File: src/rtl/id_ex_stage.sv
// ID/EX pipeline stage: operand hazard resolution, load-use stall and ID/EX register.
// Optional FORWARD_EN: EX/MEM forwarding muxes; otherwise stall until the producer retires.
module id_ex_stage (
    input  logic        clock,
    input  logic        reset,
    input  logic        id_valid,
    input  logic [4:0]  id_rs,
    input  logic [4:0]  id_rt,
    input  logic        id_use_rs,
    input  logic        id_use_rt,
    input  logic [4:0]  id_rd,
    input  logic        id_wreg,
    input  logic        id_mem2reg,
    input  logic        id_wmem,
    input  logic        id_aluimm,
    input  logic [3:0]  id_aluc,
    input  logic [31:0] id_imm,
    input  logic [31:0] rf_douts,
    input  logic [31:0] rf_doutt,
    input  logic [31:0] ex_alu,
    input  logic [4:0]  mem_rd,
    input  logic        mem_wreg,
    input  logic        mem_mem2reg,
    input  logic [31:0] mem_alu,
    input  logic [31:0] mem_mdata,
    input  logic        flush,
    output logic        stall,
    output logic        ex_valid,
    output logic        ex_wreg,
    output logic        ex_mem2reg,
    output logic        ex_wmem,
    output logic        ex_aluimm,
    output logic [4:0]  ex_rd,
    output logic [3:0]  ex_aluc,
    output logic [31:0] ex_a,
    output logic [31:0] ex_b,
    output logic [31:0] ex_imm
);

    typedef struct packed {
        logic        valid;
        logic        wreg;
        logic        mem2reg;
        logic        wmem;
        logic        aluimm;
        logic [4:0]  rd;
        logic [3:0]  aluc;
        logic [31:0] a;
        logic [31:0] b;
        logic [31:0] imm;
    } ex_reg_t;

    ex_reg_t     ex_q, ex_d;
    logic        ex_hit_rs, ex_hit_rt, mem_hit_rs, mem_hit_rt;
    logic [31:0] opa, opb;

    assign ex_hit_rs  = ex_q.valid & ex_q.wreg & (ex_q.rd != 5'd0) & (ex_q.rd == id_rs);
    assign ex_hit_rt  = ex_q.valid & ex_q.wreg & (ex_q.rd != 5'd0) & (ex_q.rd == id_rt);
    assign mem_hit_rs = mem_wreg & (mem_rd != 5'd0) & (mem_rd == id_rs);
    assign mem_hit_rt = mem_wreg & (mem_rd != 5'd0) & (mem_rd == id_rt);

`ifdef FORWARD_EN
    logic [31:0] mem_val;

    assign mem_val = mem_mem2reg ? mem_mdata : mem_alu;
    assign opa = ex_hit_rs ? ex_alu : (mem_hit_rs ? mem_val : rf_douts);
    assign opb = ex_hit_rt ? ex_alu : (mem_hit_rt ? mem_val : rf_doutt);
    // Only a load in EX cannot be forwarded in time; one bubble clears ex_mem2reg.
    assign stall = reset & id_valid & ex_q.mem2reg &
                   ((id_use_rs & ex_hit_rs) | (id_use_rt & ex_hit_rt));
`else
    logic unused_fwd;

    assign unused_fwd = ^{ex_alu, mem_alu, mem_mdata, mem_mem2reg};
    assign opa = rf_douts;
    assign opb = rf_doutt;
    assign stall = reset & id_valid &
                   ((id_use_rs & (ex_hit_rs | mem_hit_rs)) |
                    (id_use_rt & (ex_hit_rt | mem_hit_rt)));
`endif

    always_comb begin
        ex_d = '0;
        if (!(flush | stall | !id_valid)) begin
            ex_d.valid   = 1'b1;
            ex_d.wreg    = id_wreg;
            ex_d.mem2reg = id_mem2reg;
            ex_d.wmem    = id_wmem;
            ex_d.aluimm  = id_aluimm;
            ex_d.rd      = id_rd;
            ex_d.aluc    = id_aluc;
            ex_d.a       = opa;
            ex_d.b       = opb;
            ex_d.imm     = id_imm;
        end
    end

    always_ff @(posedge clock) begin
        if (!reset) begin
            ex_q <= '0;
        end else begin
            ex_q <= ex_d;
        end
    end

    assign ex_valid   = ex_q.valid;
    assign ex_wreg    = ex_q.wreg;
    assign ex_mem2reg = ex_q.mem2reg;
    assign ex_wmem    = ex_q.wmem;
    assign ex_aluimm  = ex_q.aluimm;
    assign ex_rd      = ex_q.rd;
    assign ex_aluc    = ex_q.aluc;
    assign ex_a       = ex_q.a;
    assign ex_b       = ex_q.b;
    assign ex_imm     = ex_q.imm;

endmodule

File: config.mk
export PLATFORM = sky130hd
export DESIGN_NAME = id_ex_stage
export DESIGN_NICKNAME = d
export VERILOG_FILES = /design/src/rtl/id_ex_stage.sv
export SDC_FILE = /design/constraint.sdc
export NUM_CORES = 1
export LEC_CHECK = 0
export CORE_AREA = 2 2 132 134
export CTS_CLUSTER_DIAMETER = 200
export CTS_CLUSTER_SIZE = 12
export DETAILED_ROUTE_END_ITERATION = 16
export DIE_AREA = 0 0 134 136
export HOLD_SLACK_MARGIN = 0.08
export SLEW_MARGIN = 20
export SYNTH_ARGS = -nofsm -noshare
export SYNTH_HDL_FRONTEND = slang
export SYNTH_SLANG_ARGS = --single-unit
export TNS_END_PERCENT = 10
File: constraint.sdc
create_clock -name clock -period 2.08 [get_ports clock]
set_clock_uncertainty 0.1 [all_clocks]
set_input_delay 0.312 -clock clock [delete_from_list [all_inputs] [get_ports clock]]
set_output_delay 0.312 -clock clock [all_outputs]
set_load 0.05 [all_outputs]
==> out/summary.txt, run 1 <==
outcome - finished, violations left
violated checks - negative setup slack
DIE AREA - 18200 um^2
worst r2r src - ex_rd[0]
distinct cell type count after synthesis - 18
CP Cell Sequence - or3_4 > o311a_4 > a21oi_4 > a21oi_4 > buf_6
commonest non-fill, non-tap cell in the layout - clkdlybuf4s50_1
max incr delay on CP - 0.38 ns
die width - 134 um
Final Hold Fails - 0
vias per inst - 3.75
Worst path most repeated cell - a21oi_4
r2r worst-path depth - 10
Final #Nets - 771
Detail Placement HPWL - 7750 um
worst hold path class - in -> reg
worst endpoint required time - 1.67 ns
fin. max-slew vios - 0
main combinational cell family by area after synthesis - simple AND/OR/NAND/NOR gates
Routed WL - 10600 um
max-cap violations - 0
Final Power - 4.72 mW
clk root buf - clkbuf_16
antenna viol nets, final - 0
Worst Hold Depth - 2
number of I/O port buffers - 241
number of antenna violations at the first check in global routing - 0
Rows - 48
min setup slack post-route - -0.0966 ns
Iter 0 DRT Violations - 39
Synth Register Bits - 110
Leak - 2.63 nW
placed instance area - 6040 um^2
layout cells sized above 1 - 0.144
unrepaired setup endpoints after global routing - true
sum of negative setup slack - -0.311 ns
Worst path top cell family by delay - compound AO/OA/AOI/OAI gates
CTS tree - done
mux cell area share after synthesis - 0
first-pass GRT wire length - 15900 um
largest net degree at the start of global routing - 53
hold wc startpoint - rf_doutt[29]
worst-margin pin slew - 0.567 ns
Initial Utilization - 0.192
worst path bufs/invs - 1
Post-Syn Area - 3250 um^2
Core Area - 16900 um^2
drt first pass iters - 2
Ant. Diodes - 0
r2r setup slk - -0.01 ns
via count - 2895
Placement Setup Slack - -0.536 ns
CTS Hold Bufs - 0
Synth Area in XOR/XNOR - 0.0540
Warnings, synthesis - 0
Max Fclk - 459 MHz
vias in the first global route - 3078
worst-path maximum fanout - 2
Avg Cell Area, Syn - 11.9 um^2
Num CTS Buffers - 9
total grt overflow - 0
Critical Path AT - 1.76 ns
Area growth syn-to-layout - 107%
H-tree levels - 3
# setup viols final - 31
Critical Path Slowest Stage Cell - or3_4
Worst setup EP type - output port
number of top-level pins - 339
power per standard cell area - 701 nW/um^2
clock latency on the worst-skew pair - 0.34 ns
CP startpoint kind - flop
critical path depth in cells - 5
Final Cell Area - 6730 um^2
Worst Hold End - ex_b[29]
CTS Buffer Depth - 2
RR Endpoint - ex_imm[7]
most frequent cells in the layout - clkdlybuf4s50_1, dfxtp_1, and2_1
Peak VDD IR - 0.345 mV
Final period util - 1.05
Synth Net Count - 500
Die Y - 136 um
total global-route track usage - 0.115
Tmin final - 2.18 ns
Synth Area in Compound Gates - 0.0158
sequential share of the synthesized area - 0.678
Post-Synth Adder-Cell Area - 0
DRC - 0
max_slew headroom - 0.621
wire per inst - 13.7 um
Final GP Congestion - 0.886
CTS sink count - 110
CTS clk-pin slew, worst paths - 0.08 ns
Crit Path Category - reg -> out
Post-Synth Simple-Gate Area - 0.232
cells after synthesis - 272
[metrics by stage]
| stage | util | hold WS [ns] | cells |
|---|---|---|---|
| final | 0.399 | 0.419 | 773 |
| after detailed placement | 0.358 | 0.781 | 742 |
| after global routing | 0.399 | 0.392 | 773 |
| after global placement | 0.358 | 0.779 | 742 |
| after floorplan | - | 0.334 | 272 |
| after CTS | 0.393 | 0.398 | 772 |
[cell families (layout without fill, tap and decap cells)]
kind of cell | Yosys count | count (layout)
flip-flops | 110 | 110
AO/OA/AOI/OAI | 7 | 7
AND/OR/NAND/NOR | 123 | 123
buffers and inverters | 12 | 288
XOR/XNOR | 20 | 20
[sequential cells by signal, indices dropped and copies added (netlist names)]
signal and count:
ex_aluimm 1, ex_b 32, ex_a 32, ex_aluc 4
ex_rd 5, ex_valid 1, ex_mem2reg 1, ex_wmem 1
ex_imm 32, ex_wreg 1
[Yosys cell counts]
cell type / instances / area (um^2)
a211oi_2: 1 / 12.5
a21oi_1: 2 / 10.0
and2_1: 109 / 682
buf_2: 1 / 5.00
buf_4: 1 / 7.51
clkbuf_2: 10 / 50.1
dfxtp_1: 110 / 2200
nand2_1: 5 / 18.8
nand4_1: 4 / 25.0
nor2_1: 1 / 3.75
nor3_1: 1 / 5.00
o21ai_1: 1 / 5.00
o22ai_1: 1 / 6.26
o311a_1: 1 / 10.0
o31ai_1: 1 / 7.51
or3_1: 2 / 12.5
or4_1: 1 / 7.51
xnor2_1: 20 / 175
[worst register-to-register path: cells and delay by family, from the launching register on]
family	cells	cell delay, ns
buffers and inverters	5	0.69
AOI/OAI and AO/OA	2	0.46
DFF	1	0.33
and+or+nand+nor	2	0.34
xor gates and xnor gates	1	0.12
[how the worst max path moves through the flow]
stage               startpoint          to
global placement     mem_rd[1]  ex_aluc[2]
detailed placement   mem_rd[1]       stall
CTS                   ex_rd[0]       stall
floorplan             ex_rd[4]       stall
finish                ex_rd[0]       stall
global route          ex_rd[0]       stall
[layer usage]
layer / vias to the layer above / part of all wire / GRT usage
li1: 1380 / - / -
met1: 1349 / 0.38 / 0.121
met2: 158 / 0.49 / 0.195
met3: 8 / 0.11 / 0.0623
met4: 0 / 0.012 / 0.0414
met5: - / 0 / 0
[repair_timing]
item                                    in CTS  in global routing
buffers inserted                            11                  3
pin swaps                                   11                 14
endpoints found under the setup margin     111                 71
gates cloned                                 3                  0
resized for setup                           53                 23
[power by group]
| part | switching (mW) | internal (mW) |
|---|---|---|
| Sequential | 0.0183 | 2.16 |
| Clock | 0.805 | 0.959 |
| Combinational | 0.357 | 0.417 |
[area by class of cell]
cell class,instances,area [um^2]
tap,225,282
clock buffer,10,229
sequential,110,2210
fill,1576,10100
multi-input combinational,150,1160
timing repair buffer,272,2770
clock inverter,6,81.3
Note: power is estimated with default switching activity, not from simulation.
==> inputs of run 2 (changes only) <==
--- a/config.mk
+++ b/config.mk
@@ -11,6 +11,7 @@
 export DETAILED_ROUTE_END_ITERATION = 16
 export DIE_AREA = 0 0 134 136
 export HOLD_SLACK_MARGIN = 0.08
+export MAX_ROUTING_LAYER = met4
 export SLEW_MARGIN = 20
 export SYNTH_ARGS = -nofsm -noshare
 export SYNTH_HDL_FRONTEND = slang
==> run 2 against run 1 <==
The flow still finishes with violations (negative setup slack); die area did not move; final cell count unchanged; final area unchanged; routed wire length up 0.23%; critical path depth stayed put.
==> out/summary.txt, run 2 (synthesis results as in run 1) <==
vias per inst - 3.76
DRC - 0
Worst path most repeated cell - a21oi_4
first-pass GRT wire length - 15800 um
Final period util - 1.05
largest net degree at the start of global routing - 53
clock latency on the worst-skew pair - 0.34 ns
Final GP Congestion - 0.900
sum of negative setup slack - -0.264 ns
violated checks - negative setup slack
Die Y - 136 um
Peak VDD IR - 0.345 mV
Placement Setup Slack - -0.536 ns
Rows - 48
Sw Pwr - 1.19 mW
unrepaired setup endpoints after global routing - true
Routed WL - 10600 um
Core Area - 16900 um^2
CTS sink count - 110
total global-route track usage - 0.119
Worst path top cell family by delay - compound AO/OA/AOI/OAI gates
number of top-level pins - 339
Comb pwr share - 0.164
max incr delay on CP - 0.38 ns
Critical Path Slowest Stage Cell - or3_4
most frequent cells in the layout - clkdlybuf4s50_1, dfxtp_1, and2_1
number of antenna violations at the first check in global routing - 0
vias in the first global route - 3104
fin. max-slew vios - 0
r2r setup slk - -0.01 ns
Final Util - 0.399
Initial Utilization - 0.192
wire per inst - 13.7 um
Leak - 2.63 nW
die width - 134 um
CP startpoint kind - flop
antenna viol nets, final - 0
clk root buf - clkbuf_16
CTS Buffer Depth - 2
total grt overflow - 0
Crit Path Category - reg -> out
worst-path maximum fanout - 2
Reg power frac - 0.462
r2r worst-path depth - 10
CTS clk-pin slew, worst paths - 0.08 ns
max-cap violations - 0
worst-margin pin slew - 0.567 ns
RR Endpoint - ex_imm[7]
max_slew headroom - 0.621
# setup viols final - 26
Tmin final - 2.18 ns
H-tree levels - 3
Area growth syn-to-layout - 107%
number of I/O port buffers - 241
Max Fclk - 459 MHz
internal power - 3.54 mW
Critical Path AT - 1.77 ns
drt first pass iters - 2
Final Hold Fails - 0
worst endpoint required time - 1.67 ns
Sw Ratio - 0.251
worst hold path class - in -> reg
Iter 0 DRT Violations - 42
worst r2r src - ex_rd[0]
Ant. Diodes - 0
Final Power - 4.72 mW
Worst Hold Depth - 2
Worst Hold End - ex_a[30]
layout cells sized above 1 - 0.144
Detail Placement HPWL - 7750 um
Final #Nets - 771
Num CTS Buffers - 9
critical path depth in cells - 5
worst path bufs/invs - 1
outcome - finished, violations left
Worst setup EP type - output port
fill cell count - 1576
commonest non-fill, non-tap cell in the layout - clkdlybuf4s50_1
hold wc startpoint - rf_douts[30]
DIE AREA - 18200 um^2
min setup slack post-route - -0.0983 ns
power per standard cell area - 702 nW/um^2
clock power share - 0.374
via count - 2904
CP Cell Sequence - or3_4 > o311a_4 > a21oi_4 > a21oi_4 > buf_6
CTS tree - done
==> run 2: repair_timing <==
action	4_1_cts	5_1_grt
cloned	3	0
resized for setup	53	23
endpoints found under the setup margin	111	73
pin swaps	11	14
buffers inserted	11	3
hold buffers	0	0
==> run 2: worst reg2reg max path, stage by stage (launching register included) <==
cell and delay [ns]:
dfxtp_2 0.33, buf_6 0.12, xnor2_2 0.12, nand4_1 0.16, o22ai_4 0.12, buf_6 0.13, buf_6 0.10, a211oi_4 0.34
buf_12 0.17, buf_16 0.17, and2_1 0.18
==> run 2: power groups by stage <==
| stage | logic [mW] | clock network (mW) | registers, mW |
|---|---|---|---|
| final | 0.774 | 1.77 | 2.18 |
| after global routing | 0.815 | 1.93 | 2.19 |
| after CTS | 0.765 | 1.84 | 2.18 |
| after floorplan | 0.0947 | 0 | 2.44 |
| after global placement | 0.707 | 0 | 2.23 |
| after detailed placement | 0.711 | 0 | 2.23 |
==> run 2: worst max-delay path by stage <==
stage,start,to,slack [ns]
after CTS,ex_rd[0],stall,-0.11
after global routing,ex_rd[0],stall,-0.16
after global placement,mem_rd[1],ex_aluc[2],-0.44
after floorplan,ex_rd[4],stall,0.009
after detailed placement,mem_rd[1],stall,-0.54
final,ex_rd[0],stall,-0.1
==> run 2: metal layers <==
layer / vias to the layer above / global-route usage / part of all wire
met5: - / - / 0
met4: 0 / 0.0414 / 0.012
met3: 8 / 0.0466 / 0.087
met2: 158 / 0.194 / 0.49
met1: 1357 / 0.132 / 0.41
li1: 1381 / - / -
==> run 2: area by class of cell <==
| type | instances | area (um^2) | share of cell area |
|---|---|---|---|
| Timing Repair Buffer | 272 | 2770 | 0.412 |
| Sequential cell | 110 | 2210 | 0.328 |
| Multi-Input combinational cell | 150 | 1160 | 0.172 |
| Tap cell | 225 | 282 | 0.0418 |
| Clock buffer | 10 | 229 | 0.0340 |
| Clock inverter | 6 | 81.3 | 0.0121 |
==> run 2: metrics by stage <==
| stage | cells | instance area [um^2] | hold slack [ns] |
|---|---|---|---|
| 6_report | 773 | 6730 | 0.418 |
| 5_1_grt | 773 | 6730 | 0.392 |
| 4_1_cts | 772 | 6630 | 0.398 |
| 3_5_place_dp | 742 | 6040 | 0.781 |
| 3_3_place_gp | 742 | 6040 | 0.779 |
| 2_1_floorplan | 272 | 3260 | 0.334 |
